**config.mk**
```make
export PLATFORM = sky130hd
export DESIGN_NAME = instr_lane_reader_flat
export DESIGN_NICKNAME = d
export VERILOG_FILES = /design/src/rtl/instr_lane_reader_if.sv /design/src/rtl/instr_lane_reader.sv /design/src/flat_wrapper.sv
export SDC_FILE = /design/constraint.sdc
export NUM_CORES = 1
export LEC_CHECK = 0
export ABC_AREA = 0
export CAP_MARGIN = 20
export CORE_MARGIN = 1.5
export CORE_UTILIZATION = 31
export DETAILED_ROUTE_END_ITERATION = 6
export GPL_ROUTABILITY_DRIVEN = 0
export PLACE_DENSITY = 0.45
export SETUP_SLACK_MARGIN = 0.4
export SLEW_MARGIN = 25
export SYNTH_ARGS = -nofsm -noshare
export SYNTH_HDL_FRONTEND = slang
export SYNTH_SLANG_ARGS = --single-unit
```
**constraint.sdc**
```tcl
create_clock -name clk -period 5.4 [get_ports clk]
set_clock_uncertainty 0.05 [all_clocks]
set_input_delay 1.08 -clock clk [delete_from_list [all_inputs] [get_ports clk]]
set_output_delay 1.08 -clock clk [all_outputs]
set_load 0.01 [all_outputs]
```
**src/rtl/instr_lane_reader_if.sv**
```systemverilog
// Bundles the arbiter write side, the pipeline read side and the lane status of
// instr_lane_reader. The reader sits on the slave modport; the arbiter/pipeline side uses master.
interface instr_lane_reader_if #(
  parameter int unsigned DEPTH = 8,
  parameter int unsigned WIDTH = 32
);
  localparam int unsigned CntW = $clog2(DEPTH) + 1;

  logic             flush;
  logic             push1;
  logic             push2;
  logic [WIDTH-1:0] FIFO_1;
  logic [WIDTH-1:0] FIFO_2;
  logic             full1;
  logic             full2;
  logic             out1_valid;
  logic             out2_valid;
  logic [WIDTH-1:0] out1_instr;
  logic [WIDTH-1:0] out2_instr;
  logic             out1_ready;
  logic             out2_ready;
  logic [CntW-1:0]  count1;
  logic [CntW-1:0]  count2;
  logic             ovf1;
  logic             ovf2;

  modport master (
    output flush, push1, push2, FIFO_1, FIFO_2, out1_ready, out2_ready,
    input  full1, full2, out1_valid, out2_valid, out1_instr, out2_instr, count1, count2, ovf1, ovf2
  );

  modport slave (
    input  flush, push1, push2, FIFO_1, FIFO_2, out1_ready, out2_ready,
    output full1, full2, out1_valid, out2_valid, out1_instr, out2_instr, count1, count2, ovf1, ovf2
  );
endinterface

```
**src/rtl/instr_lane_reader.sv**
```systemverilog
// Two independent show-ahead instruction FIFOs feeding a dual-issue pipeline.
// Optional macro LANE_HAZARD_CHECK_EN stalls lane 2 when its head reads lane 1's head rd.
module instr_lane_reader #(
  parameter int unsigned DEPTH = 8,
  parameter int unsigned WIDTH = 32
) (
  input logic                 clk,
  input logic                 rst,
  instr_lane_reader_if.slave  bus
);
  localparam int unsigned PtrW = $clog2(DEPTH);
  localparam int unsigned CntW = PtrW + 1;
  localparam logic [CntW-1:0] FullCnt = CntW'(DEPTH);

  logic [1:0]       w_push;
  logic [1:0]       w_ready;
  logic [1:0]       w_present;
  logic [1:0]       w_valid;
  logic [1:0]       w_ovf;
  logic [WIDTH-1:0] w_din   [2];
  logic [WIDTH-1:0] w_head  [2];
  logic [CntW-1:0]  w_count [2];
  logic             w_stall2;

  assign w_push   = {bus.push2, bus.push1};
  assign w_ready  = {bus.out2_ready, bus.out1_ready};
  assign w_din[0] = bus.FIFO_1;
  assign w_din[1] = bus.FIFO_2;

  for (genvar g = 0; g < 2; g++) begin : g_lane
    logic [WIDTH-1:0] r_mem [DEPTH];
    logic [PtrW-1:0]  r_rd_ptr;
    logic [PtrW-1:0]  r_wr_ptr;
    logic [CntW-1:0]  r_cnt;
    logic             r_ovf;
    logic             w_full;
    logic             w_pop;
    logic             w_accept;

    assign w_full   = (r_cnt == FullCnt);
    assign w_pop    = w_valid[g] & w_ready[g];
    // A pop in the same cycle frees the slot, so a push while full still lands.
    assign w_accept = w_push[g] & (~w_full | w_pop);

    always_ff @(posedge clk) begin
      if (rst || bus.flush) begin
        r_rd_ptr <= '0;
        r_wr_ptr <= '0;
        r_cnt    <= '0;
        r_ovf    <= 1'b0;
      end else begin
        if (w_accept) r_wr_ptr <= r_wr_ptr + 1'b1;
        if (w_pop)    r_rd_ptr <= r_rd_ptr + 1'b1;
        if (w_accept && !w_pop) begin
          r_cnt <= r_cnt + 1'b1;
        end else if (!w_accept && w_pop) begin
          r_cnt <= r_cnt - 1'b1;
        end
        if (w_push[g] && !w_accept) r_ovf <= 1'b1;
      end
    end

    always_ff @(posedge clk) begin
      if (w_accept && !rst && !bus.flush) r_mem[r_wr_ptr] <= w_din[g];
    end

    assign w_present[g] = (r_cnt != '0);
    assign w_head[g]    = r_mem[r_rd_ptr];
    assign w_count[g]   = r_cnt;
    assign w_ovf[g]     = r_ovf;
  end

`ifdef LANE_HAZARD_CHECK_EN
  logic [4:0] w_rd1;
  logic [4:0] w_rs1_2;
  logic [4:0] w_rs2_2;

  assign w_rd1    = w_head[0][4:0];
  assign w_rs1_2  = w_head[1][15:11];
  assign w_rs2_2  = w_head[1][20:16];
  // x0 is hardwired zero, so it can never carry a dependency.
  assign w_stall2 = w_present[0] && (w_rd1 != 5'd0) && ((w_rs1_2 == w_rd1) || (w_rs2_2 == w_rd1));
`else
  assign w_stall2 = 1'b0;
`endif

  assign w_valid = {w_present[1] & ~w_stall2, w_present[0]};

  assign bus.full1      = (w_count[0] == FullCnt);
  assign bus.full2      = (w_count[1] == FullCnt);
  assign bus.out1_valid = w_valid[0];
  assign bus.out2_valid = w_valid[1];
  assign bus.out1_instr = w_head[0];
  assign bus.out2_instr = w_head[1];
  assign bus.count1     = w_count[0];
  assign bus.count2     = w_count[1];
  assign bus.ovf1       = w_ovf[0];
  assign bus.ovf2       = w_ovf[1];
endmodule

```
**src/flat_wrapper.sv**
```systemverilog
// flat-port wrapper written by rule: the top's interface ports become plain ports
module instr_lane_reader_flat 
#(
  parameter int unsigned DEPTH = 8,
  parameter int unsigned WIDTH = 32
)
  (clk, rst, bus_flush, bus_push1, bus_push2, bus_FIFO_1, bus_FIFO_2, bus_out1_ready, bus_out2_ready, bus_full1, bus_full2, bus_out1_valid, bus_out2_valid, bus_out1_instr, bus_out2_instr, bus_count1, bus_count2, bus_ovf1, bus_ovf2);
  instr_lane_reader_if #(.DEPTH(DEPTH), .WIDTH(WIDTH)) bus_i ();
  input logic clk;
  input logic rst;
  input wire logic [$bits(bus_i.flush)-1:0] bus_flush;
  input wire logic [$bits(bus_i.push1)-1:0] bus_push1;
  input wire logic [$bits(bus_i.push2)-1:0] bus_push2;
  input wire logic [$bits(bus_i.FIFO_1)-1:0] bus_FIFO_1;
  input wire logic [$bits(bus_i.FIFO_2)-1:0] bus_FIFO_2;
  input wire logic [$bits(bus_i.out1_ready)-1:0] bus_out1_ready;
  input wire logic [$bits(bus_i.out2_ready)-1:0] bus_out2_ready;
  output wire logic [$bits(bus_i.full1)-1:0] bus_full1;
  output wire logic [$bits(bus_i.full2)-1:0] bus_full2;
  output wire logic [$bits(bus_i.out1_valid)-1:0] bus_out1_valid;
  output wire logic [$bits(bus_i.out2_valid)-1:0] bus_out2_valid;
  output wire logic [$bits(bus_i.out1_instr)-1:0] bus_out1_instr;
  output wire logic [$bits(bus_i.out2_instr)-1:0] bus_out2_instr;
  output wire logic [$bits(bus_i.count1)-1:0] bus_count1;
  output wire logic [$bits(bus_i.count2)-1:0] bus_count2;
  output wire logic [$bits(bus_i.ovf1)-1:0] bus_ovf1;
  output wire logic [$bits(bus_i.ovf2)-1:0] bus_ovf2;
  assign bus_i.flush = bus_flush;
  assign bus_i.push1 = bus_push1;
  assign bus_i.push2 = bus_push2;
  assign bus_i.FIFO_1 = bus_FIFO_1;
  assign bus_i.FIFO_2 = bus_FIFO_2;
  assign bus_i.out1_ready = bus_out1_ready;
  assign bus_i.out2_ready = bus_out2_ready;
  assign bus_full1 = bus_i.full1;
  assign bus_full2 = bus_i.full2;
  assign bus_out1_valid = bus_i.out1_valid;
  assign bus_out2_valid = bus_i.out2_valid;
  assign bus_out1_instr = bus_i.out1_instr;
  assign bus_out2_instr = bus_i.out2_instr;
  assign bus_count1 = bus_i.count1;
  assign bus_count2 = bus_i.count2;
  assign bus_ovf1 = bus_i.ovf1;
  assign bus_ovf2 = bus_i.ovf2;
  instr_lane_reader #(.DEPTH(DEPTH), .WIDTH(WIDTH)) u_core (.clk(clk), .rst(rst), .bus(bus_i));
endmodule
```
==> out/results.ini <==
[run_status]
status=completed

[floorplanning]
die_area_um2=69400
io-pin-count=149
initial_core_util=0.313
rows=95
die_h_um=264
fp.coreArea_um2=67200
die_x_um=264

[setup_path]
crit_fanout=34
worst_ep_required_time_ns=4.27
endpoint_kind=output port
r2r-end=u_core.bus.count1[3]
critPathLaunchType=flip-flop
reg2reg_from=u_core.bus.count1[0]
critPathKind=flip-flop to output port
crit_arrival_ns=3.18
cp-endpoint=bus_out2_instr[11]
rr_worst_depth=10
reg2reg_slack_ns=2.48

[final_layout]
final_common_cell=edfxtp_1
final_area_um2=25600
final_cell_mix=edfxtp_1 (512), clkdlybuf4s50_1 (148), mux4_1 (83), mux2_2 (60), clkbuf_16 (58)
nets=1177
final_cell_count_no_fill=2015
synthToLayoutAreaGrowth_pct=21.7
drive_above_1_share=0.224

[synth]
muxShareOfSynthArea=0.188
synth_xor_area_frac=0.00571
synth_area_um2=21000
synth_compound_area_frac=0.00702
synthSimpleGateAreaFrac=0.0180
ys.warnings.count=0
synth_nets=983
ys_seq_area_frac=0.758
yosysTopAreaCell=edfxtp_1
synth_adder_area_share=0.00785
netlist_instances=900
yosysTopAreaCellShare=0.731
ys_types=40
ys_ff_latch=540
synth_top_family_by_area=multiplexers
synth_edf_count=512
synth_ff_type=edfxtp_1
avgSynthCellArea_um2=23.4
synthArstFlopShare=0
yosys-top-cells-area=edfxtp_1 (73%), mux4_1 (10%), mux4_2 (4.8%)

[global_route]
grt_pass1_wl_um=67200
antenna_found_initial=5
grt_pass1_vias=10200
grt_max_degree=37
gr-usage-all-layers=0.130
overflow=0

[pwr]
leakage_nw=8.01
peakVddDrop_v=0.000230
power-per-cell-area_nw_per_um2=358

[clock_network]
cts-htree-levels=2
hold_buffers=0
post_cts_resized=0
cts_buffers=57
cts_root_buf=clkbuf_16
clock_latency_ns=0.59
cts_buffer_depth=3
path_clk_slew_ns=0.06
cts_tree=built
clock_sinks=540
cts_setup_buffers=0

[sta]
final-setup-viol-count=0
post-route-period-util=0.799
worstMarginPinSlew_ns=0.800
drv_slew=0
slew_headroom=0.466
finalHoldViolCount=0
period_minus_slack_ns=4.31
fmax_mhz=232
rsz0062_at_grt=false
finalSetupTns_ns=0

[routing]
wirelength_um=44900
num_vias=9483
drtIter0Drc=567
first_pass_iters=5
drc=0
vias_per_cell=4.71
ant_nets=0
wl_per_cell_um=22.3

[job]
cap_violations=0

[placement]
io_buffer_count=148
hpwl_um=25300
dp_cells=1908
placed_area_um2=23700

[hold_path]
hold_class=flip-flop to flip-flop

## worst min-delay path by stage
stage	from	to	slack, ns	depth (start not counted)
after floorplan	u_core.g_lane[1].r_rd_ptr[1]	flip-flop	0.40	2
after global placement	u_core.bus.ovf2	u_core.bus.ovf2	0.41	2
after detailed placement	u_core.g_lane[0].r_rd_ptr[1]	flip-flop	0.42	2
after CTS	u_core.g_lane[0].r_rd_ptr[1]	flip-flop	0.43	2
after global routing	u_core.bus.ovf2	u_core.bus.ovf2	0.47	2
final	u_core.g_lane[0].r_rd_ptr[1]	flip-flop	0.42	2
## metal layers
metal	part of all wire	global-route usage	up-vias	routed length, um
met5	0.0011	0	-	49
met2	0.49	0.217	168	22100
li1	-	-	4241	-
met4	0.020	0.0345	8	895
met3	0.053	0.0347	75	2370
met1	0.43	0.166	4991	19500
## through the flow
stage / hold WS, ns / utilization / worst slack (ns) / total power [mW]
after CTS: 0.427 / 0.381 / 0.970 / 9.32
after global routing: 0.473 / 0.381 / 0.901 / 9.52
final: 0.422 / 0.381 / 1.09 / 9.17
after detailed placement: 0.418 / 0.352 / 1.62 / 5.30
after floorplan: 0.404 / - / -0.0172 / 5.03
after global placement: 0.411 / 0.352 / 1.62 / 5.29
## layout make-up
| cell class | count | area [um2] |
|---|---|---|
| repair buffers | 177 | 1720 |
| inverters | 6 | 22.5 |
| well taps | 873 | 1090 |
| multi-input cells | 312 | 4880 |
| diodes | 2 | 5.00 |
| clock buffers | 73 | 1520 |
| clock inverters | 32 | 407 |
| fillers | 6034 | 41600 |
| flip-flops and latches | 540 | 16000 |
## report_power, final
part / total (mW) / switching, mW / leakage [nW] / internal, mW
clock: 3.97 / 1.60 / 0.920 / 2.37
sequential: 4.66 / 0.0409 / 4.84 / 4.61
combinational: 0.542 / 0.245 / 2.24 / 0.297
## logic make-up (layout without fill, tap and decap cells)
kind of cell	Yosys count	in the layout
xor+xnor	12	12
fa+ha+maj	12	12
buf+inv	48	288
flops	540	540
simple gates	74	74
other cells	0	2
mux	194	194
compound gates	20	20
## synthesized netlist by cell type, drive strengths merged (8+ instances only)
master and n:
edfxtp 512, mux4 128, mux2 64, nor2 33
dfxtp 28, buf 27, clkbuf 14, a21oi 10
ha 10, nand2 10, nand3 10, xor2 8
## critical path: stages (launching register included)
cell             delay, ns
dfxtp_4               0.76
buf_4                 0.42
mux4_1                0.60
mux2_2                0.29
clkdlybuf4s50_1       0.48
## sequential cells by signal, indices dropped and copies added, names as in the netlist, named ones only
name and flops:
u_core.g_lane.r_mem 512, u_core.g_lane.r_rd_ptr 6, u_core.g_lane.r_wr_ptr 6, u_core.bus.count1 4, u_core.bus.count2 4, u_core.bus.ovf1 1, u_core.bus.ovf2 1
Power figures use the tool's default switching activity.
